### src/rtl/decode_stage.sv
// Decode stage: decodes the fetched instruction into an ALU micro-op, owns the register file,
// counts decoded instructions and tracks HALT. Define DECODE_WB_BYPASS_EN for write-before-read.
//
// state      | meaning
// ST_RUN     | decoding normally
// ST_HALTED  | HALT seen; every instruction is a bubble until rst

module decode_stage #(
    parameter int DATA_W = 16,
    parameter int NREGS  = 16,
    parameter int CNT_W  = 16
) (
    input  logic              clk,
    input  logic              rst,
    input  logic [15:0]       curr_instr,
    input  logic              wb_en,
    input  logic [3:0]        wb_addr,
    input  logic [DATA_W-1:0] wb_data,
    output logic              ex_valid,
    output logic [2:0]        ex_op,
    output logic [3:0]        ex_rd,
    output logic [DATA_W-1:0] ex_a,
    output logic [DATA_W-1:0] ex_b,
    output logic              ex_we,
    output logic              illegal,
    output logic              halt,
    output logic [CNT_W-1:0]  decode_count
);

    typedef enum logic {
        ST_RUN    = 1'b0,
        ST_HALTED = 1'b1
    } state_t;

    state_t              state_q, state_d;
    logic [DATA_W-1:0]   rf_q [NREGS];
    logic                ex_valid_q, ex_valid_d;
    logic [2:0]          ex_op_q, ex_op_d;
    logic [3:0]          ex_rd_q, ex_rd_d;
    logic [DATA_W-1:0]   ex_a_q, ex_a_d;
    logic [DATA_W-1:0]   ex_b_q, ex_b_d;
    logic                illegal_q, illegal_d;
    logic [CNT_W-1:0]    cnt_q, cnt_d;

    logic [3:0]          op, rd, rs1, rs2;
    logic [DATA_W-1:0]   rs1_val, rs2_val;

    assign op  = curr_instr[15:12];
    assign rd  = curr_instr[11:8];
    assign rs1 = curr_instr[7:4];
    assign rs2 = curr_instr[3:0];

    always_comb begin
        rs1_val = (rs1 == 4'd0) ? '0 : rf_q[rs1];
        rs2_val = (rs2 == 4'd0) ? '0 : rf_q[rs2];
`ifdef DECODE_WB_BYPASS_EN
        // forward the write landing at this edge so a dependent instruction needs no gap
        if (wb_en && (wb_addr != 4'd0) && (wb_addr == rs1)) rs1_val = wb_data;
        if (wb_en && (wb_addr != 4'd0) && (wb_addr == rs2)) rs2_val = wb_data;
`endif
    end

    always_comb begin
        state_d    = state_q;
        ex_valid_d = 1'b0;
        ex_op_d    = 3'd0;
        ex_rd_d    = 4'd0;
        ex_a_d     = '0;
        ex_b_d     = '0;
        illegal_d  = 1'b0;
        cnt_d      = cnt_q;
        if (state_q == ST_RUN) begin
            case (op)
                4'd0: ;
                4'd1, 4'd2, 4'd3, 4'd4, 4'd5: begin
                    ex_valid_d = 1'b1;
                    ex_op_d    = op[2:0];
                    ex_rd_d    = rd;
                    ex_a_d     = rs1_val;
                    ex_b_d     = rs2_val;
                    cnt_d      = cnt_q + CNT_W'(1);
                end
                4'd6: begin
                    ex_valid_d = 1'b1;
                    ex_rd_d    = rd;
                    ex_b_d     = DATA_W'(curr_instr[7:0]);
                    cnt_d      = cnt_q + CNT_W'(1);
                end
                4'd15: state_d = ST_HALTED;
                default: illegal_d = 1'b1;
            endcase
        end
    end

    always_ff @(posedge clk) begin
        if (rst) begin
            state_q    <= ST_RUN;
            ex_valid_q <= 1'b0;
            ex_op_q    <= 3'd0;
            ex_rd_q    <= 4'd0;
            ex_a_q     <= '0;
            ex_b_q     <= '0;
            illegal_q  <= 1'b0;
            cnt_q      <= '0;
            for (int i = 0; i < NREGS; i++) rf_q[i] <= '0;
        end else begin
            state_q    <= state_d;
            ex_valid_q <= ex_valid_d;
            ex_op_q    <= ex_op_d;
            ex_rd_q    <= ex_rd_d;
            ex_a_q     <= ex_a_d;
            ex_b_q     <= ex_b_d;
            illegal_q  <= illegal_d;
            cnt_q      <= cnt_d;
            // writes still land while halted so in-flight results drain
            if (wb_en && (wb_addr != 4'd0)) rf_q[wb_addr] <= wb_data;
        end
    end

    assign ex_valid     = ex_valid_q;
    assign ex_we        = ex_valid_q;
    assign ex_op        = ex_op_q;
    assign ex_rd        = ex_rd_q;
    assign ex_a         = ex_a_q;
    assign ex_b         = ex_b_q;
    assign illegal      = illegal_q;
    assign halt         = (state_q == ST_HALTED);
    assign decode_count = cnt_q;

endmodule
### config.mk
export PLATFORM = sky130hd
export DESIGN_NAME = decode_stage
export DESIGN_NICKNAME = d
export VERILOG_FILES = /design/src/rtl/decode_stage.sv
export SDC_FILE = /design/constraint.sdc
export NUM_CORES = 1
export LEC_CHECK = 0
export BUFFER_PORTS_ARGS = -buffer_cell sky130_fd_sc_hd__buf_2
export CAP_MARGIN = 30
export CORE_ASPECT_RATIO = 0.8
export CORE_UTILIZATION = 39
export DETAILED_ROUTE_END_ITERATION = 16
export HOLD_SLACK_MARGIN = 0.05
export PLACE_DENSITY = 0.63
export SETUP_SLACK_MARGIN = 0.02
export SYNTH_ARGS = -nofsm -noshare
export SYNTH_HDL_FRONTEND = slang
export SYNTH_SLANG_ARGS = --single-unit
### constraint.sdc
create_clock -name clk -period 2.07 [get_ports clk]
set_clock_uncertainty 0.2 [all_clocks]
set_input_delay 0.414 -clock clk [delete_from_list [all_inputs] [get_ports clk]]
set_output_delay 0.414 -clock clk [all_outputs]
set_load 0.03 [all_outputs]
==> impl_metrics.csv, run 1 <==
group,metric,value,unit
outcome,status,"complete, no violations",
synth,synth-edff-count,256,
routing,dr.pass1.iters,5,
synth,synth_top_area_cell,"edfxtp_1",
synth,synth_area_per_cell,14.96,µm²
cells_and_area,n_antenna_cell,0,
place,detailed_place_hpwl,32740,µm
worst_setup_path,cp-end-kind,"register",
global_route,antenna_found_initial,0,
worst_setup_path,crit_path_start_kind,"register",
cells_and_area,area_delta_synth_final,22.45,%
cells_and_area,final-seq-area,8848,µm²
clock_network,numCtsBuffers,35,
synth,synth_top_family_by_area,"multiplexers",
place,gp_congestion,0.8806,
floorplan,start_util,40.00,%
synth,synthTopCellsByArea,"edfxtp_1 50%, mux4_2 19%, and2_1 9.9%",
worst_setup_path,worst_path_max_delay_cell,"nor2_1",
power_and_ir_drop,swShare,24.26,%
hold_path,hold_class,"primary input to register",
routing,wl_per_cell,26.10,µm
floorplan,core,38680,µm²
clock_network,cts_sinks,314,
power_and_ir_drop,pwr-share-seq,48.8,%
worst_setup_path,path_class,"register to register",
synth,ys_async_sr_fraction,0,%
power_and_ir_drop,leakagePower,7.011,nW
cells_and_area,drive_above_1_share,33.63,%
worst_setup_path,cp.arrival,2.22,ns
power_and_ir_drop,combPwrFrac,12.3,%
cells_and_area,multi_input_area,6255,µm²
timing,period_minus_slack,1.970,ns
synth,yosys.cell_types.count,44,
place,port_buffers,97,
routing,routed_wl,46540,µm
clock_network,htree_levels,2,
synth,synth_common_cells,"256 x edfxtp_1, 245 x and2_1, 128 x mux4_2",
worst_setup_path,cp_top_family,"simple AND/OR/NAND/NOR gates",
clock_network,clk_latency,0.53,ns
timing,max_freq,0.5077,GHz
synth,synthesis.area,15470,µm²
worst_setup_path,crit_chain,"nor3_2 -> nand3_1 -> buf_4 -> nor2_1 -> a22o_1",
power_and_ir_drop,ir_worst_vdd,466.1,µV
worst_setup_path,path_buf_inv,1,
synth,synth_compound_area_share,3.631,%
timing,worst_pin_slew,0.6786,ns
synth,synth_top_area_share,49.69,%
job,cap_violations,0,
routing,drt_iter0_markers,1063,
timing,setup-violations-final,0,
synth,synth-xor-area-share,0.2831,%
power_and_ir_drop,power_per_cell_area,796.4,nW/µm²
synth,ys_seq_area_share,57.19,%
cells_and_area,finalNetCount,1271,
power_and_ir_drop,power_switching,0.003660,W
timing,finalCritPeriodShare,95.15,%
global_route,grt_pass1_vias,10050,
global_route,gr-total-overflow,0,
timing,hold_viol_final,0,
floorplan,ios,98,
worst_setup_path,worstPathRequired,2.32,ns
synth,synthAdderAreaFrac,0.08087,%
timing,timing.final.ws_setup,0.1004,ns
floorplan,die_w,224.7,µm
floorplan,die_area,40480,µm²
synth,synthSimpleGateAreaFrac,14.90,%
timing,final.setup.tns,0,ns
routing,drc,0,
synth,ys_seq_elements,314,
worst_setup_path,cpPeakStageDelay,0.55,ns
floorplan,fp-row-count,64,
routing,viasPerCell,5.653,
global_route,grt_max_degree,29,
routing,drtAntennaViolNets,0,
clock_network,clkTransAtPathRegs,0.06,ns
timing,drv_slew,0,
power_and_ir_drop,p_int,0.01143,W
synth,synth.most_common_cell,"edfxtp_1",
synth,synthMuxAreaShare,21.04,%
timing,max_slew_margin,54.59,%
place,dpl_worst_slack,-0.3089,ns
global_route,grt_pass1_wl,68220,µm
clock_network,clock_path_buffers,3,
floorplan,die_h,180.1,µm
cells_and_area,nFillCells,3296,
worst_setup_path,path_max_fanout,7,
power_and_ir_drop,clkPwrFrac,38.9,%
synth,yosys_most_used_dff,"edfxtp_1",
routing,num_vias,10080,
synth,netlist_instances,1034,
global_route,grt.total_usage,23.32,%
timing,rsz0062_at_grt,"no",
clock_network,cts_tree,"done",
clock_network,root_buffer,"clkbuf_16",
synth,yosys_warnings,0,
-- power groups by stage --
stage / Combinational (W) / Sequential [W] / Clock, W
after floorplan: 0.000985 / 0.00747 / 0
after global placement: 0.00181 / 0.00747 / 0
after detailed placement: 0.00183 / 0.00749 / 0
after CTS: 0.00184 / 0.00736 / 0.00594
after global routing: 0.00194 / 0.00739 / 0.00620
final: 0.00185 / 0.00736 / 0.00587
-- kinds of logic after synthesis --
kind of cell	Yosys count
AO/OA/AOI/OAI	78
XOR/XNOR	5
adder cells (fa/ha/maj)	1
buffers and inverters	94
flip-flops	314
multiplexers	165
other	1
AND/OR/NAND/NOR	376
-- cells in the final DEF (no fill, tap or decap), types with 7 or more instances in the layout --
| cell | instances |
|---|---|
| nor3_1 | 12 |
| and2_1 | 245 |
| nor2b_1 | 26 |
| buf_2 | 95 |
| dfxtp_1 | 58 |
| conb_1 | 16 |
| mux2i_1 | 36 |
| clkbuf_16 | 36 |
| a21oi_1 | 10 |
| or2_2 | 15 |
| nand2_1 | 7 |
| or4_1 | 9 |
| buf_12 | 46 |
| dlygate4sd3_1 | 7 |
| edfxtp_1 | 256 |
| clkbuf_1 | 15 |
| a211oi_1 | 37 |
| mux4_2 | 128 |
| o31ai_1 | 8 |
| o22ai_1 | 11 |
| buf_4 | 87 |
| nor2_1 | 22 |
| nand3_1 | 7 |
-- worst register-to-register path, cell delays in order (launching register included) --
cell and delay (ns):
dfxtp_1 0.35, nor3_2 0.16, nand3_1 0.16, buf_4 0.22, nor2_1 0.55, a22o_1 0.27
-- sequential cells by signal, summed over array words and instances, names as in the netlist --
signal        cells
illegal           1
rf_q            256
halt              1
ex_a             16
ex_valid          1
ex_b             16
decode_count     16
ex_op             3
ex_rd             4
-- metrics by stage --
step	cell area (µm²)	std cells	utilization (%)	power, W	hold slack, ns
2_1_floorplan	15530	1049	-	0.008455	0.3357
3_3_place_gp	17820	1715	46.08	0.009278	0.2717
3_5_place_dp	17820	1715	46.08	0.009315	0.2877
4_1_cts	18940	1783	48.96	0.01514	0.1036
5_1_grt	18940	1783	48.98	0.01553	0.1390
6_report	18940	1783	48.98	0.01509	0.1221
-- layer usage --
layer / track usage, % / vias up / routed length (µm)
met3: 4.712 / 68 / 4109
met2: 35.98 / 459 / 21280
met5: 0 / - / 0
met1: 33.63 / 5201 / 20050
met4: 6.041 / 0 / 1088
li1: - / 4351 / -
-- path summary, 6_finish.rpt --
kind / startpoint / to / slack (ns) / cells past startpoint
max: halt / ex_b[7] / 0.10 / 5
min: curr_instr[13] / halt / 0.12 / 4
max reg2reg: halt / ex_b[7] / 0.10 / 5
min reg2reg: decode_count[13] / decode_count[13] / 0.29 / 2
-- area by class of cell --
cell class	instances	area share [%]
well taps	528	3.487
flip-flops and latches	314	46.71
clock buffers	55	5.343
inverters	4	0.07926
multi-input cells	641	33.02
repair buffers	235	11.19
clock inverters	6	0.1783
-- repair_timing --
item                       4_1_cts  5_1_grt
hold endpoints to repair         8        0
resized for setup                0        1
setup buffers                    0        0
setup endpoints to repair        0        6
hold buffers                     7        0
No activity file was read; power rests on OpenSTA's default activity.
==> run 2: changes to the inputs <==
--- a/config.mk
+++ b/config.mk
@@ -11,7 +11,7 @@
 export CORE_UTILIZATION = 39
 export DETAILED_ROUTE_END_ITERATION = 16
 export HOLD_SLACK_MARGIN = 0.05
-export PLACE_DENSITY = 0.63
+export PLACE_DENSITY = 0.61
 export SETUP_SLACK_MARGIN = 0.02
 export SYNTH_ARGS = -nofsm -noshare
 export SYNTH_HDL_FRONTEND = slang
==> constraint.sdc (replaced) <==
create_clock -name clk -period 2.5 [get_ports clk]
set_clock_uncertainty 0.2 [all_clocks]
set_input_delay 0.5 -clock clk [delete_from_list [all_inputs] [get_ports clk]]
set_output_delay 0.5 -clock clk [all_outputs]
set_load 0.03 [all_outputs]
==> run 2 against run 1 <==
Against the previous run:
- register-to-register slack better by 0.43 ns
- final area down 2.9%
- routed wire length down 5.4%
- worst hold slack worse by 0.043 ns
- first-iteration DRC count down 3.8%
- setup slack better by 0.058 ns
- die area unchanged
- largest power group unchanged
==> impl_metrics.csv, run 2 (synthesized netlist as in run 1, its figures left out) <==
group,metric,value,unit
outcome,status,"complete, no violations",
timing,setup-violations-final,0,
floorplan,die_area,40480,µm²
clock_network,cts-resized-gates,0,
routing,drc,0,
timing,hold_viol_final,0,
power_and_ir_drop,ir_worst_vdd,434.0,µV
clock_network,cts_sinks,314,
global_route,antenna_found_initial,1,
job,cap_violations,0,
floorplan,fp-row-count,64,
place,port_buffers,97,
clock_network,numCtsBuffers,35,
global_route,grt_pass1_vias,9519,
cells_and_area,largest_reg_flops,256,
cells_and_area,final_common_cell,"edfxtp_1",
routing,viasPerCell,5.612,
routing,num_vias,9765,
routing,routed_wl,44030,µm
clock_network,clkTransAtPathRegs,0.06,ns
floorplan,start_util,40.00,%
worst_setup_path,regToRegSetupSlack,0.53,ns
floorplan,die_w,224.7,µm
cells_and_area,final_cell_mix,"256 x edfxtp_1, 245 x and2_1, 128 x mux4_2",
clock_network,clock_path_buffers,3,
global_route,gr-total-overflow,0,
global_route,grt_pass1_wl,64800,µm
timing,final.setup.tns,0,ns
routing,wl_per_cell,25.30,µm
routing,dr_wl_met2,19700,µm
clock_network,htree_levels,2,
cells_and_area,area_delta_synth_final,18.87,%
worst_setup_path,cp-end-kind,"register",
worst_setup_path,worstPathRequired,2.67,ns
global_route,grt_max_degree,49,
routing,dr.pass1.iters,6,
cells_and_area,n_antenna_cell,0,
routing,wl_met1,19260,µm
timing,max_slew_margin,49.54,%
routing,dr_wl_met3,4203,µm
place,gp_congestion,0.8520,
clock_network,root_buffer,"clkbuf_16",
floorplan,die_h,180.1,µm
power_and_ir_drop,finalPower,0.01243,W
timing,timing.final.ws_setup,0.1586,ns
place,detailed_place_hpwl,30530,µm
timing,worst_pin_slew,0.7528,ns
place,dpl_worst_slack,-0.01066,ns
cells_and_area,drive_above_1_share,31.44,%
clock_network,clk_latency,0.53,ns
worst_setup_path,path_max_fanout,8,
cells_and_area,finalInstanceArea,18390,µm²
power_and_ir_drop,power_per_cell_area,675.9,nW/µm²
timing,rsz0062_at_grt,"no",
hold_path,hold_class,"primary input to register",
place,dpl_cell_area,17240,µm²
routing,dr.max_layer_used,"met4",
floorplan,core,38680,µm²
clock_network,cts_tree,"done",
timing,drv_slew,0,
routing,drt_iter0_markers,1023,
floorplan,ios,98,
cells_and_area,final_core_util,47.55,%
power_and_ir_drop,leakagePower,6.713,nW
routing,drtAntennaViolNets,0,
global_route,grt.total_usage,22.06,%
cells_and_area,finalNetCount,1225,
worst_setup_path,cp.arrival,2.51,ns
timing,max_freq,0.4271,GHz
cells_and_area,regMostFlops,"rf_q",
worst_setup_path,path_class,"primary input to register",
timing,period_minus_slack,2.341,ns
timing,finalCritPeriodShare,93.66,%
worst_setup_path,crit_path_start_kind,"primary input",
run 2: critical path: stages:
cell and delay [ns]:
dlygate4sd3_1 0.54, buf_2 0.15, or3_1 0.48, nand4b_1 0.16
or2_1 0.49, a211oi_1 0.18
run 2: path summary, 6_finish.rpt:
kind / from / to / depth (start not counted)
worst max register to register: rf_q[2][9] / ex_a[9] / 4
worst min register to register: decode_count[13] / decode_count[13] / 2
worst max-delay path: curr_instr[13] / ex_b[14] / 6
worst min-delay path: curr_instr[14] / ex_op[2] / 2
run 2: routing by layer:
metal | track usage, % | up-vias
met3 | 5.560 | 62
met1 | 32.02 | 5002
met4 | 5.714 | 0
met2 | 32.98 | 438
met5 | 0 | -
li1 | - | 4263
run 2: cell type report:
| cell class | instances | area (µm²) |
|---|---|---|
| multi-input combinational | 641 | 6248 |
| sequential | 314 | 8848 |
| fill | 3352 | 20290 |
| clock buffer | 51 | 967.2 |
| timing repair buffer | 189 | 1544 |
| clock inverter | 13 | 106.4 |
| tap | 528 | 660.6 |
| inverter | 4 | 15.01 |
run 2: what timing repair did:
item | CTS | global route
hold buffers | 5 | 0
endpoints found under the hold margin | 5 | 0
endpoints found under the setup margin | 0 | 1
setup buffers | 0 | 3
run 2: per-stage QoR:
stage	hold WS, ns	cells
2_1_floorplan	0.4140	1049
3_3_place_gp	0.2732	1668
3_5_place_dp	0.2923	1668
4_1_cts	0.05513	1737
5_1_grt	0.08001	1740
6_report	0.07871	1740
run 2: report_power, final:
group          switching, W  internal, W  total, W  leakage [nW]
clock               0.00209      0.00281   0.00490         0.519
sequential         0.000148      0.00594   0.00608          2.92
combinational      0.000778     0.000668   0.00145          3.28
==> run 3: changes to the inputs <==
--- a/config.mk
+++ b/config.mk
@@ -11,7 +11,7 @@
 export CORE_UTILIZATION = 39
 export DETAILED_ROUTE_END_ITERATION = 16
 export HOLD_SLACK_MARGIN = 0.05
-export PLACE_DENSITY = 0.61
+export PLACE_DENSITY = 0.63
 export SETUP_SLACK_MARGIN = 0.02
 export SYNTH_ARGS = -nofsm -noshare
 export SYNTH_HDL_FRONTEND = slang
==> constraint.sdc (replaced) <==
create_clock -name clk -period 2.05 [get_ports clk]
set_clock_uncertainty 0.2 [all_clocks]
set_input_delay 0.41 -clock clk [delete_from_list [all_inputs] [get_ports clk]]
set_output_delay 0.41 -clock clk [all_outputs]
set_load 0.03 [all_outputs]
==> run 3 against run 2 <==
Against the previous run:
- worst hold slack got worse by 0.016 ns
- flip-flop and latch count did not move
- power is 23% higher
- final area increased by 3.7%
- via count rose by 2.3%
- non-clock buffer count rose by 44
- critical path type unchanged
==> impl_metrics.csv, run 3 (synthesized netlist as in run 1, its figures left out) <==
group,metric,value,unit
outcome,status,"complete, no violations",
worst_setup_path,cp_top_family,"buffers and inverters",
global_route,antenna_found_initial,2,
hold_path,min-delay-start,"curr_instr[2]",
floorplan,fp-row-count,64,
global_route,grt_pass1_wl,67830,µm
cells_and_area,largest_reg_flops,256,
worst_setup_path,crit_chain,"buf_2 -> dlygate4sd3_1 -> buf_4 -> nor3_2 -> a211o_1",
clock_network,root_buffer,"clkbuf_16",
routing,wl_per_cell,25.92,µm
timing,hold_ws,0.06301,ns
timing,final.setup.tns,0,ns
cells_and_area,area_delta_synth_final,23.26,%
job,cap_violations,0,
hold_path,min_to,"ex_b[2]",
clock_network,cts_tree,"done",
place,port_buffers,97,
clock_network,clkTransAtPathRegs,0.06,ns
timing,worst_pin_slew,0.8320,ns
timing,rsz0062_at_grt,"no",
cells_and_area,finalNetCount,1269,
clock_network,numCtsBuffers,35,
routing,wl_met1,19990,µm
timing,max_freq,0.5163,GHz
floorplan,die_area,40480,µm²
clock_network,cts_sinks,314,
routing,routed_wl,46250,µm
cells_and_area,final_cell_mix,"256 x edfxtp_1, 245 x and2_1, 128 x mux4_2",
worst_setup_path,cp-end-kind,"register",
global_route,gr-total-overflow,0,
clock_network,htree_levels,2,
floorplan,start_util,40.00,%
routing,drt_iter0_markers,972,
timing,period_minus_slack,1.937,ns
hold_path,hold_class,"primary input to register",
global_route,grt.total_usage,23.25,%
timing,max_slew_margin,44.23,%
hold_path,hold_depth,2,
cells_and_area,instances_no_fill,1784,
clock_network,clk_latency,0.51,ns
routing,dr_wl_met2,21250,µm
routing,drtAntennaViolNets,0,
routing,num_vias,9993,
worst_setup_path,crit_cells,5,
floorplan,die_h,180.1,µm
floorplan,ios,98,
worst_setup_path,reg2regPathDepth,6,
worst_setup_path,regToRegEndpoint,"ex_a[4]",
power_and_ir_drop,leakagePower,7.066,nW
cells_and_area,final_common_cell,"edfxtp_1",
worst_setup_path,path_buf_inv,3,
place,place_inst,1714,
worst_setup_path,path_class,"primary input to register",
power_and_ir_drop,ir_worst_vdd,468.1,µV
floorplan,core,38680,µm²
routing,dr.pass1.iters,6,
worst_setup_path,worstPathRequired,2.30,ns
timing,hold_viol_final,0,
routing,drc,0,
routing,dr_wl_met3,3852,µm
routing,viasPerCell,5.601,
worst_setup_path,cp.arrival,2.19,ns
clock_network,clock_path_buffers,3,
routing,dr.max_layer_used,"met4",
floorplan,die_w,224.7,µm
cells_and_area,finalInstanceArea,19070,µm²
worst_setup_path,r2r-start,"halt",
place,gp_congestion,0.8534,
worst_setup_path,regToRegSetupSlack,0.15,ns
place,detailed_place_hpwl,30990,µm
cells_and_area,drive_above_1_share,34.82,%
timing,finalCritPeriodShare,94.48,%
worst_setup_path,path_max_fanout,8,
timing,drv_slew,0,
timing,setup-violations-final,0,
cells_and_area,regMostFlops,"rf_q",
place,dpl_cell_area,17880,µm²
worst_setup_path,worst_path_max_delay_cell,"nor3_2",
power_and_ir_drop,power_per_cell_area,804.3,nW/µm²
global_route,grt_pass1_vias,10080,
global_route,grt_max_degree,42,
worst_setup_path,crit_path_start_kind,"primary input",
worst_setup_path,cpPeakStageDelay,0.69,ns
[run 3: what timing repair did]
item                       in CTS  in global routing
hold buffers                    6                  0
gates resized for setup         0                  5
hold endpoints to repair        6                  0
buffers inserted                0                  0
setup endpoints to repair       0                  5
[run 3: layout make-up]
type	count	area (µm²)
Tap cell	528	660.6
Fill cell	3299	19610
Inverter	4	15.01
Sequential cell	314	8851
Antenna cell	1	2.502
Clock buffer	52	1054
Timing Repair Buffer	233	2152
Multi-Input combinational cell	641	6280
Clock inverter	11	55.05
[run 3: where the power goes]
part | switching (W) | internal, W | leakage, nW
Sequential | 0.000187 | 0.00724 | 2.92
Combinational | 0.000915 | 0.000907 | 3.59
Clock | 0.00253 | 0.00356 | 0.558
[run 3: through the flow]
stage               total power [W]  util (%)  worst slack, ns
detailed placement         0.009364     46.23          -0.2802
global route                0.01580     49.30          0.03247
floorplan                  0.008546         -          0.02125
global placement           0.009331     46.23          -0.2198
CTS                         0.01542     49.26          0.08144
finish                      0.01534     49.30           0.1131
[run 3: metal layers]
| metal | track usage (%) | vias up |
|---|---|---|
| met5 | 0 | - |
| met4 | 6.694 | 0 |
| met3 | 5.446 | 74 |
| met2 | 35.90 | 434 |
| met1 | 32.73 | 5141 |
| li1 | - | 4344 |
[run 3: worst max-delay path by stage]
| stage | endpoint | start | slack (ns) |
|---|---|---|---|
| 5_1_grt | ex_a[4] | halt | 0.03 |
| 6_report | ex_b[3] | curr_instr[12] | 0.11 |
| 3_3_place_gp | ex_a[13] | curr_instr[4] | -0.22 |
| 2_1_floorplan | rf_q[1][0] | rst | 0.02 |
| 4_1_cts | ex_a[13] | halt | 0.08 |
| 3_5_place_dp | ex_a[13] | rst | -0.28 |
